**config.mk**
```make
export PLATFORM = sky130hd
export DESIGN_NAME = systolic_input_skewer
export DESIGN_NICKNAME = d
export VERILOG_FILES = /design/src/rtl/systolic_input_skewer.sv
export SDC_FILE = /design/constraint.sdc
export NUM_CORES = 1
export LEC_CHECK = 0
export CAP_MARGIN = 10
export CELL_PAD_IN_SITES_DETAIL_PLACEMENT = 1
export CELL_PAD_IN_SITES_GLOBAL_PLACEMENT = 1
export CORE_UTILIZATION = 43
export DETAILED_ROUTE_END_ITERATION = 12
export PLACE_DENSITY = 0.85
export RECOVER_POWER = 50
export SLEW_MARGIN = 5
export SYNTH_ARGS = -nofsm -noshare
export SYNTH_HDL_FRONTEND = slang
export SYNTH_SLANG_ARGS = --single-unit
```
**constraint.sdc**
```tcl
create_clock -name CLK -period 3.2 [get_ports CLK]
set_input_delay 0.8 -clock CLK [delete_from_list [all_inputs] [get_ports CLK]]
set_output_delay 0.8 -clock CLK [all_outputs]
set_load 0.01 [all_outputs]
```
**src/rtl/systolic_input_skewer.sv**
```systemverilog
// systolic_input_skewer: re-times LANES-wide vectors into a diagonal wavefront (lane i delayed by i advances),
// drives the shared array enable and zero-flushes the array after the last vector of a tile.
module systolic_input_skewer #(
    parameter int WIDTH = 8,
    parameter int LANES = 4,
    parameter int DRAIN = 4
) (
    input  logic                   CLK,
    input  logic                   ASYNC_RST,
    input  logic                   SYNC_RST,
    input  logic                   IN_VALID,
    output logic                   IN_READY,
    input  logic [LANES*WIDTH-1:0] IN_DATA,
    input  logic                   IN_LAST,
    output logic [LANES*WIDTH-1:0] OUT_DATA,
    output logic                   OUT_EN,
    output logic                   BUSY,
    output logic                   DONE
);
    localparam int CW = $clog2(LANES + DRAIN);
    localparam logic [1:0] S_IDLE = 2'd0, S_STREAM = 2'd1, S_FLUSH = 2'd2;
    localparam logic [CW-1:0] FLUSH_LEN = CW'(LANES - 1 + DRAIN);

    logic [1:0]             state_q, state_d;
    logic [CW-1:0]          cnt_q, cnt_d;
    logic                   en_q, done_q, done_d, flushing, accept, adv;
    logic [LANES*WIDTH-1:0] inj;

    assign flushing = state_q == S_FLUSH;
    assign IN_READY = !flushing;
    assign accept   = IN_VALID & IN_READY;
    assign adv      = accept | flushing;
    assign inj      = accept ? IN_DATA : '0;
    assign done_d   = flushing && cnt_q == CW'(1);
    assign OUT_EN   = en_q;
    assign DONE     = done_q;
    assign BUSY     = state_q != S_IDLE;

    always_comb begin
        state_d = flushing ? (done_d ? S_IDLE : S_FLUSH)
                : accept ? (IN_LAST ? S_FLUSH : S_STREAM) : state_q;
        cnt_d   = flushing ? cnt_q - CW'(1) : (accept && IN_LAST) ? FLUSH_LEN : cnt_q;
    end

    always_ff @(posedge CLK or negedge ASYNC_RST) begin
        if (!ASYNC_RST) begin
            state_q <= S_IDLE;
            cnt_q   <= '0;
            en_q    <= 1'b0;
            done_q  <= 1'b0;
        end else if (SYNC_RST) begin
            state_q <= S_IDLE;
            cnt_q   <= '0;
            en_q    <= 1'b0;
            done_q  <= 1'b0;
        end else begin
            state_q <= state_d;
            cnt_q   <= cnt_d;
            en_q    <= adv;
            done_q  <= done_d;
        end
    end

    // Chains shift only on advance so bubbles never break wavefront alignment.
    for (genvar i = 0; i < LANES; i++) begin : g_lane
        logic [WIDTH-1:0] out_q;
        logic [WIDTH-1:0] inj_l;
        assign inj_l = inj[i*WIDTH +: WIDTH];
        assign OUT_DATA[i*WIDTH +: WIDTH] = out_q;
        if (i == 0) begin : g_head
            always_ff @(posedge CLK or negedge ASYNC_RST) begin
                if (!ASYNC_RST) out_q <= '0;
                else if (SYNC_RST) out_q <= '0;
                else if (adv) out_q <= inj_l;
            end
        end else begin : g_chain
            logic [i*WIDTH-1:0]     ch_q;
            logic [(i+1)*WIDTH-1:0] cat;
            assign cat = {ch_q, inj_l};
            always_ff @(posedge CLK or negedge ASYNC_RST) begin
                if (!ASYNC_RST) begin
                    out_q <= '0;
                    ch_q  <= '0;
                end else if (SYNC_RST) begin
                    out_q <= '0;
                    ch_q  <= '0;
                end else if (adv) begin
                    out_q <= cat[(i+1)*WIDTH-1 -: WIDTH];
                    ch_q  <= cat[i*WIDTH-1:0];
                end
            end
        end
    end
endmodule
```
# ---- Word level (Yosys, flattened, before mapping)
# Index checks and enable logic that the tools add are counted.
dict set report totals {
  in_bits 37
  n_memories 0
  out_inout_bits 36
  wordCells 48
  register_bits 87
  latchBits 0
  mem_bits_ro 0
  ramBits 0
}
dict set report op_classes {
  n_mul 0
  bitwise_logic 2
  eq_ne 2
  shift 0
  magnitude_cmp 0
  n_reduce_logical 7
  n_mux 25
  addsub 1
  n_div 0
}
# operator n
set op_table {}
lappend op_table {{8-bit 2-to-1 mux} 10}
lappend op_table {{24-bit 2-to-1 mux} 2}
lappend op_table {{16-bit 2-to-1 mux} 2}
lappend op_table {{32-bit 2-to-1 mux} 1}
lappend op_table {{2-bit 2-to-1 mux} 5}
lappend op_table {{3-bit 2-to-1 mux} 3}
lappend op_table {{3-bit nonzero test} 2}
lappend op_table {{2-bit nonzero test} 2}
lappend op_table {{3-bit by 1-bit equality test with 1-bit output (second input constant)} 1}
lappend op_table {{3-bit by 1-bit subtractor with 3-bit output (second input constant)} 1}
lappend op_table {{2-bit equality test (second input constant)} 1}
lappend op_table {{1-bit logical AND} 2}
lappend op_table {{1-bit 2-to-1 mux} 2}
lappend op_table {{1-bit bitwise AND} 1}
lappend op_table {{1-bit zero test} 1}
lappend op_table {{1-bit bitwise OR} 1}

# ---- Logic depth before layout (Yosys ltp)
# Gate-level depths: netlist (run 1).
dict set report logic_depth {
  word_depth 7
  mapped_depth 7
  mapped_depth_nobuf 4
}

# ---- Worst setup path before layout (run 1)
# Ideal clock, no wire load.
dict set report synth_path {
  kind {input -> register}
  from {input SYNC_RST}
  to {register g_lane[3].out_q[0]}
  path_stages 5
  setup_time_ps 121
  arrival_ps 1692
  n_path_buf 3
  slack_ps 1387
  required_ps 3079
  path_cell_list {clkbuf_1 nor3_2 buf_2 buf_4 a22o_1}
}
dict set report synth_between {
  elab_chain_cells 1
  elab_cells_between_ends 2
  classes_between {mux: 1; reduce/logical: 1}
}
# item line
set synth_rtl {}
lappend synth_rtl {{start, declared} 10} ;# input logic SYNC_RST,
lappend synth_rtl {{8-bit 2-to-1 mux / 2-bit nonzero test (equally long branches)} -}
lappend synth_rtl {{end signal, assigned} 88} ;# out_q <= cat[(i+1)*WIDTH-1 -: WIDTH];
lappend synth_rtl {{end, declared} 66} ;# logic [WIDTH-1:0] out_q;
# Several ways; a longest one is shown, not always the timed one.
# A chain may end at the register's enable or synchronous reset.

# ---- Worst setup path after layout (run 1)
dict set report layout_path {
  from {input SYNC_RST}
  to {register g_lane[3].g_chain.ch_q[4]}
}
dict set report layout_between {
  elab_chain_cells 1
  elab_cells_between_ends 2
  classes_between {mux: 1; reduce/logical: 1}
}
# item line
set layout_rtl {}
lappend layout_rtl {{24-bit 2-to-1 mux / 2-bit nonzero test (equally long branches)} -}
lappend layout_rtl {{end signal, assigned} 89} ;# ch_q <= cat[i*WIDTH-1:0];
lappend layout_rtl {{end, declared} 77} ;# logic [i*WIDTH-1:0] ch_q;
# Several ways; a longest one is shown, not always the timed one.

==> results.sh, run 1 <==
export IMPL_run_status="complete, but fails checks"
export IMPL_violations="max-capacitance violations, max-slew violations"
export IMPL_cp_end_kind="flip-flop"
export IMPL_setup_viol=0
export IMPL_worst_slew_pin_slew_ps=2070
export IMPL_drv_slew=88
export IMPL_placed_cell_area_sq_mm=0.00414
export IMPL_crit_slowest_cell="dlygate4sd3_1"
export IMPL_drc_errors=0
export IMPL_die_h_um=90.0
export IMPL_final_hold_viol_count=0
export IMPL_grtUsageTotal_pct=20.1
export IMPL_ant_nets=0
export IMPL_cts_tree="built"
export IMPL_cap_violations=1
export IMPL_leakagePower_nw=2.03
export IMPL_area_growth_pct=29.2
export IMPL_clk_path_buf_depth=2
export IMPL_root_buffer="clkbuf_8"
export IMPL_clkLatencyLatePin_ps=350
export IMPL_syn_cell_area_sq_mm=0.00333
export IMPL_grt_max_degree=88
export IMPL_max_freq_ghz=0.392
export IMPL_yosys_warnings=0
export IMPL_crit_type="primary input to flip-flop"
export IMPL_period_share_pct=79.7
export IMPL_cts_hold_buf=0
export IMPL_mostFrequentLayoutCell="dfrtp_1"
export IMPL_wirelength_mm=7.35
export IMPL_ys_ff_latch=87
export IMPL_drt_iter0_drc=118
export IMPL_fin_nets=355
export IMPL_crit_arrival_ps=2740
export IMPL_fin_worst_skew_ps=8.09
export IMPL_ioPinCount=73
export IMPL_peakVddDrop_mv=0.273
export IMPL_cp_max_fo=22
export IMPL_final_cell_area_sq_mm=0.00430
export IMPL_syn_nets=284
export IMPL_die_w_um=90.0
export IMPL_vias=2249
export IMPL_tns_ps=0
export IMPL_hpwl_mm=4.66
export IMPL_synth_cell_types=23
export IMPL_post_route_util_pct=58.3
export IMPL_avgRoutedWirePerCell_um=17.5
export IMPL_hp_class="flip-flop to flip-flop"
export IMPL_rsz0062_at_grt="false"
export IMPL_dp_slack_ps=728
export IMPL_postCtsSetupBuffers=0
export IMPL_htreeDepth=3
export IMPL_port_buffer_count=72
export IMPL_dieArea_sq_mm=0.00810
export IMPL_clk_pin_slew_worst_paths_ps=90
export IMPL_core_sq_mm=0.00737
export IMPL_max_stage_delay_ps=850
export IMPL_via_per_inst=5.35
export IMPL_clkSinkCount=87
export IMPL_first_pass_iters=4
export IMPL_cp_required_ps=3390
export IMPL_start_util_pct=45.2
export IMPL_rows=31
export IMPL_path_cells="dlygate4sd3_1 -> nand2b_1 -> clkbuf_1 -> nor2_1"
export IMPL_ys_seq_area_share_pct=65.4
export IMPL_powerDensity_mw_per_mm2=493
export IMPL_mostFrequentLayoutCells="87 x dfrtp_1, 68 x clkdlybuf4s50_1, 48 x a22o_1"
export IMPL_rrSetupSlack_ps=1270
export IMPL_antenna_diode_count=0
export IMPL_slew_headroom_pct=-38.3
export IMPL_drive_gt1_share_pct=8.41
export IMPL_fillers=728
export IMPL_period_needed_ps=2550
export IMPL_syn_mean_instance_area_sq_um=13.6
export IMPL_grt_pass1_vias=2385
export IMPL_start_kind="primary input"
export IMPL_antenna_found_initial=0
export IMPL_post_cts_resized=0
export IMPL_grt_first_pass_wirelength_mm=12.6
export IMPL_place_gp_congestion=0.707
export IMPL_fin_ws_ps=649
export IMPL_numCtsBuffers=9
export IMPL_synth_cells=245
export IMPL_grt_ovfl_total=0
-- per-stage QoR --
stage,power [mW],instances,hold WS [ps]
2_1_floorplan,1.31,245,466
3_3_place_gp,1.43,404,476
3_5_place_dp,1.45,404,487
4_1_cts,2.16,420,482
5_1_grt,2.23,420,514
6_report,2.12,420,502
-- cell families (layout without fill, tap and decap cells) --
group | count (synthesis) | after routing | synth area share, %
compound gates | 54 | 54 | 14.1
buf+inv | 24 | 100 | 3.91
fa+ha+maj | 2 | 2 | 0.752
flops | 87 | 87 | 65.4
mux | 32 | 32 | 9.62
xor+xnor | 1 | 1 | 0.263
simple gates | 45 | 45 | 5.94
-- layer usage --
layer	global-route usage, %	share of wire [%]
met5	0	0
met2	32.3	49
met1	26.5	44
met3	6.68	6.1
met4	4.84	0.90
-- synth_stat cells, drive strengths merged --
library cell	count	area [sq um]
a21oi	3	26.3
and2	1	6.26
dfrtp	87	2180
nor3	6	35.0
ha	2	25.0
inv	5	18.8
nor3b	1	7.51
nand2	1	3.75
or2	1	6.26
xnor2	1	8.76
mux2i	32	320
buf	16	100
nand2b	1	6.26
clkbuf	3	11.3
a211oi	3	22.5
nor2b	2	12.5
nor2	32	120
a22o	48	420
-- registers in the layout (all words and copies together), names as in the netlist --
register             cells
DONE                     1
OUT_EN                   1
cnt_q                    3
g_lane.g_chain.ch_q     48
g_lane.out_q            32
state_q                  2
-- cell type report --
type,instances,area (sq um),area share [%]
Sequential cell,87,2180,50.6
Multi-Input combinational cell,134,1030,23.9
Clock buffer,10,138,3.20
Tap cell,99,124,2.88
Clock inverter,6,46.3,1.08
Timing Repair Buffer,79,768,17.9
Inverter,5,18.8,0.437
-- path summary, 6_finish.rpt --
path                                      startpoint                          to  cells past startpoint
setup / recovery                            SYNC_RST   g_lane[3].g_chain.ch_q[4]                      4
hold / removal             g_lane[2].g_chain.ch_q[6]  g_lane[2].g_chain.ch_q[14]                      1
setup reg to reg                          state_q[0]   g_lane[3].g_chain.ch_q[4]                      6
hold reg to reg            g_lane[2].g_chain.ch_q[6]  g_lane[2].g_chain.ch_q[14]                      1
max in group asynchronous                  ASYNC_RST   g_lane[1].g_chain.ch_q[1]                      2
min in group asynchronous                  ASYNC_RST          g_lane[2].out_q[7]                      2
-- critical path, delay by kind of cell --
family	cells	cell delay (ps)
and+or+nand+nor	2	320
buffers and inverters	2	1620
-- power breakdown --
group,internal (mW),switching (mW)
logic,0.120,0.125
registers,1.14,0.0298
clock network,0.306,0.395
No activity file was read; power rests on OpenSTA's default activity.
==> run 2, diff against run 1 <==
Settings changed: CORE_UTILIZATION 43 to 36, PLACE_DENSITY 0.85 to 0.76.
Clock period 3.2 ns to 2.25 ns, I/O delays scaled along.
==> run 2 against run 1 <==
  * The run ends with design-rule violations, max-capacitance violations, max-slew violations left
  * First-iteration DRC count decreased by 22%
  * Wire length decreased by 0.79%
  * Critical path depth decreased by 1
  * Sequential share of layout area decreased by 0.76 points
  * Register-to-register slack got worse by 690 ps
  * Final cell count increased by 2.1%
  * Clock power increased by 67%
  * Worst hold slack improved by 0.89 ps
  * Via count decreased by 1.5%
  * Critical path type is now flip-flop to output port
  * Largest cell class unchanged
  * Largest power group unchanged
  * Highest routed layer unchanged
==> results.sh, run 2 (synthesis gave the netlist of run 1 again) <==
export IMPL_largest_reg_flops=48
export IMPL_clkSinkCount=87
export IMPL_die_h_um=98.2
export IMPL_tns_ps=0
export IMPL_start_util_pct=37.6
export IMPL_instances_no_fill=429
export IMPL_period_share_pct=96.0
export IMPL_crit_type="flip-flop to output port"
export IMPL_dpl_cell_count=414
export IMPL_grt_pass1_vias=2327
export IMPL_cp_required_ps=1690
export IMPL_start_kind="flip-flop"
export IMPL_grtUsageTotal_pct=16.4
export IMPL_port_buffer_count=72
export IMPL_vias=2215
export IMPL_dieArea_sq_mm=0.00963
export IMPL_wirelength_mm=7.29
export IMPL_worst_slew_pin_slew_ps=1780
export IMPL_die_w_um=98.2
export IMPL_drt_iter0_drc=92
export IMPL_hold_depth=1
export IMPL_hp_class="flip-flop to flip-flop"
export IMPL_cp_max_fo=4
export IMPL_drv_slew=32
export IMPL_place_gp_congestion=0.701
export IMPL_rsz0062_at_grt="false"
export IMPL_multi_input_area_sq_mm=0.00103
export IMPL_cts_tree="built"
export IMPL_core_sq_mm=0.00885
export IMPL_antenna_found_initial=0
export IMPL_post_route_util_pct=49.3
export IMPL_fillers=915
export IMPL_drive_gt1_share_pct=8.10
export IMPL_avgRoutedWirePerCell_um=17.0
export IMPL_mostFrequentLayoutCell="dfrtp_1"
export IMPL_fin_ws_ps=90.1
export IMPL_run_status="complete, but fails checks"
export IMPL_ioPinCount=73
export IMPL_slew_headroom_pct=-18.7
export IMPL_setup_viol=0
export IMPL_fin_worst_skew_ps=9.21
export IMPL_final_hold_viol_count=0
export IMPL_top_register="g_lane.g_chain.ch_q"
export IMPL_cap_violations=1
export IMPL_crit_start="state_q[1]"
export IMPL_final_cell_area_sq_mm=0.00436
export IMPL_max_freq_ghz=0.463
export IMPL_drc_errors=5
export IMPL_powerDensity_mw_per_mm2=733
export IMPL_clkLatencyLatePin_ps=350
export IMPL_min_delay_start="g_lane[2].out_q[5]"
export IMPL_root_buffer="clkbuf_8"
export IMPL_first_pass_iters=10
export IMPL_antenna_diode_count=0
export IMPL_fin_hold_ws_ps=503
export IMPL_peakVddDrop_mv=0.359
export IMPL_numCtsBuffers=9
export IMPL_clk_path_buf_depth=2
export IMPL_via_per_inst=5.16
export IMPL_leakagePower_nw=2.06
export IMPL_crit_arrival_ps=1600
export IMPL_period_needed_ps=2160
export IMPL_regArea_sq_mm=0.00218
export IMPL_reg_largest_list="g_lane.g_chain.ch_q (48), g_lane.out_q (32), cnt_q (3)"
export IMPL_htreeDepth=3
export IMPL_finalPower_mw=3.20
export IMPL_grt_ovfl_total=0
export IMPL_area_growth_pct=31.1
export IMPL_grt_max_degree=57
export IMPL_mostFrequentLayoutCells="87 x dfrtp_1, 68 x clkdlybuf4s50_1, 48 x a22o_1"
export IMPL_rows=34
export IMPL_grt_first_pass_wirelength_mm=12.3
export IMPL_hpwl_mm=4.67
export IMPL_r2r_start="state_q[1]"
export IMPL_placed_cell_area_sq_mm=0.00417
export IMPL_violations="design-rule violations, max-capacitance violations, max-slew violations"
export IMPL_ant_nets=0
export IMPL_dp_slack_ps=240
export IMPL_fin_nets=356
export IMPL_clk_pin_slew_worst_paths_ps=80
export IMPL_cp_end_kind="output port"
export IMPL_ff2ff_path_depth=5
run 2: cell types whose count changed in the layout (fill, tap and decap cells not counted), sizes merged:
cell and change:
clkinv -4, bufinv +2, buf +2, clkbuf +1
clkinvlp -1
run 2: worst max-delay path, cell delays in order, from the launching register on:
cell and delay (ps):
dfrtp_1 420, nor2b_2 180, inv_2 110, clkdlybuf4s50_1 550
run 2: timing repair:
action                                 in CTS  in global routing
hold buffers                                0                  0
setup endpoints to repair                   0                  1
resized for setup                           0                  1
setup buffers                               0                  0
endpoints found under the hold margin       0                  0
run 2: path summary, 6_finish.rpt:
kind | end | slack, ps
worst max-delay path | IN_READY | 90
worst min-delay path | g_lane[2].out_q[5] | 500
worst max register to register | g_lane[3].g_chain.ch_q[21] | 580
worst min register to register | g_lane[2].out_q[5] | 500
max in group asynchronous | g_lane[3].out_q[2] | 500
min in group asynchronous | DONE | 680
run 2: cell type report:
| class | instances | area share, % |
|---|---|---|
| Tap cell | 108 | 3.10 |
| Timing Repair Buffer | 80 | 18.1 |
| Inverter | 5 | 0.430 |
| Clock inverter | 3 | 1.55 |
| Sequential cell | 87 | 49.9 |
| Clock buffer | 12 | 3.33 |
| Multi-Input combinational cell | 134 | 23.6 |
run 2: per-layer routing:
layer	vias to the layer above	routed length, um	global-route usage, %
li1	1013	-	-
met1	1131	3360	21.8
met2	66	3500	26.2
met3	5	389	4.72
met4	0	42	4.48
met5	-	0	0
run 2: power breakdown:
part	total, mW	leakage, nW	internal [mW]	switching (mW)
registers	1.67	1.19	1.63	0.0411
clock network	1.17	0.103	0.651	0.522
logic	0.355	0.768	0.176	0.179
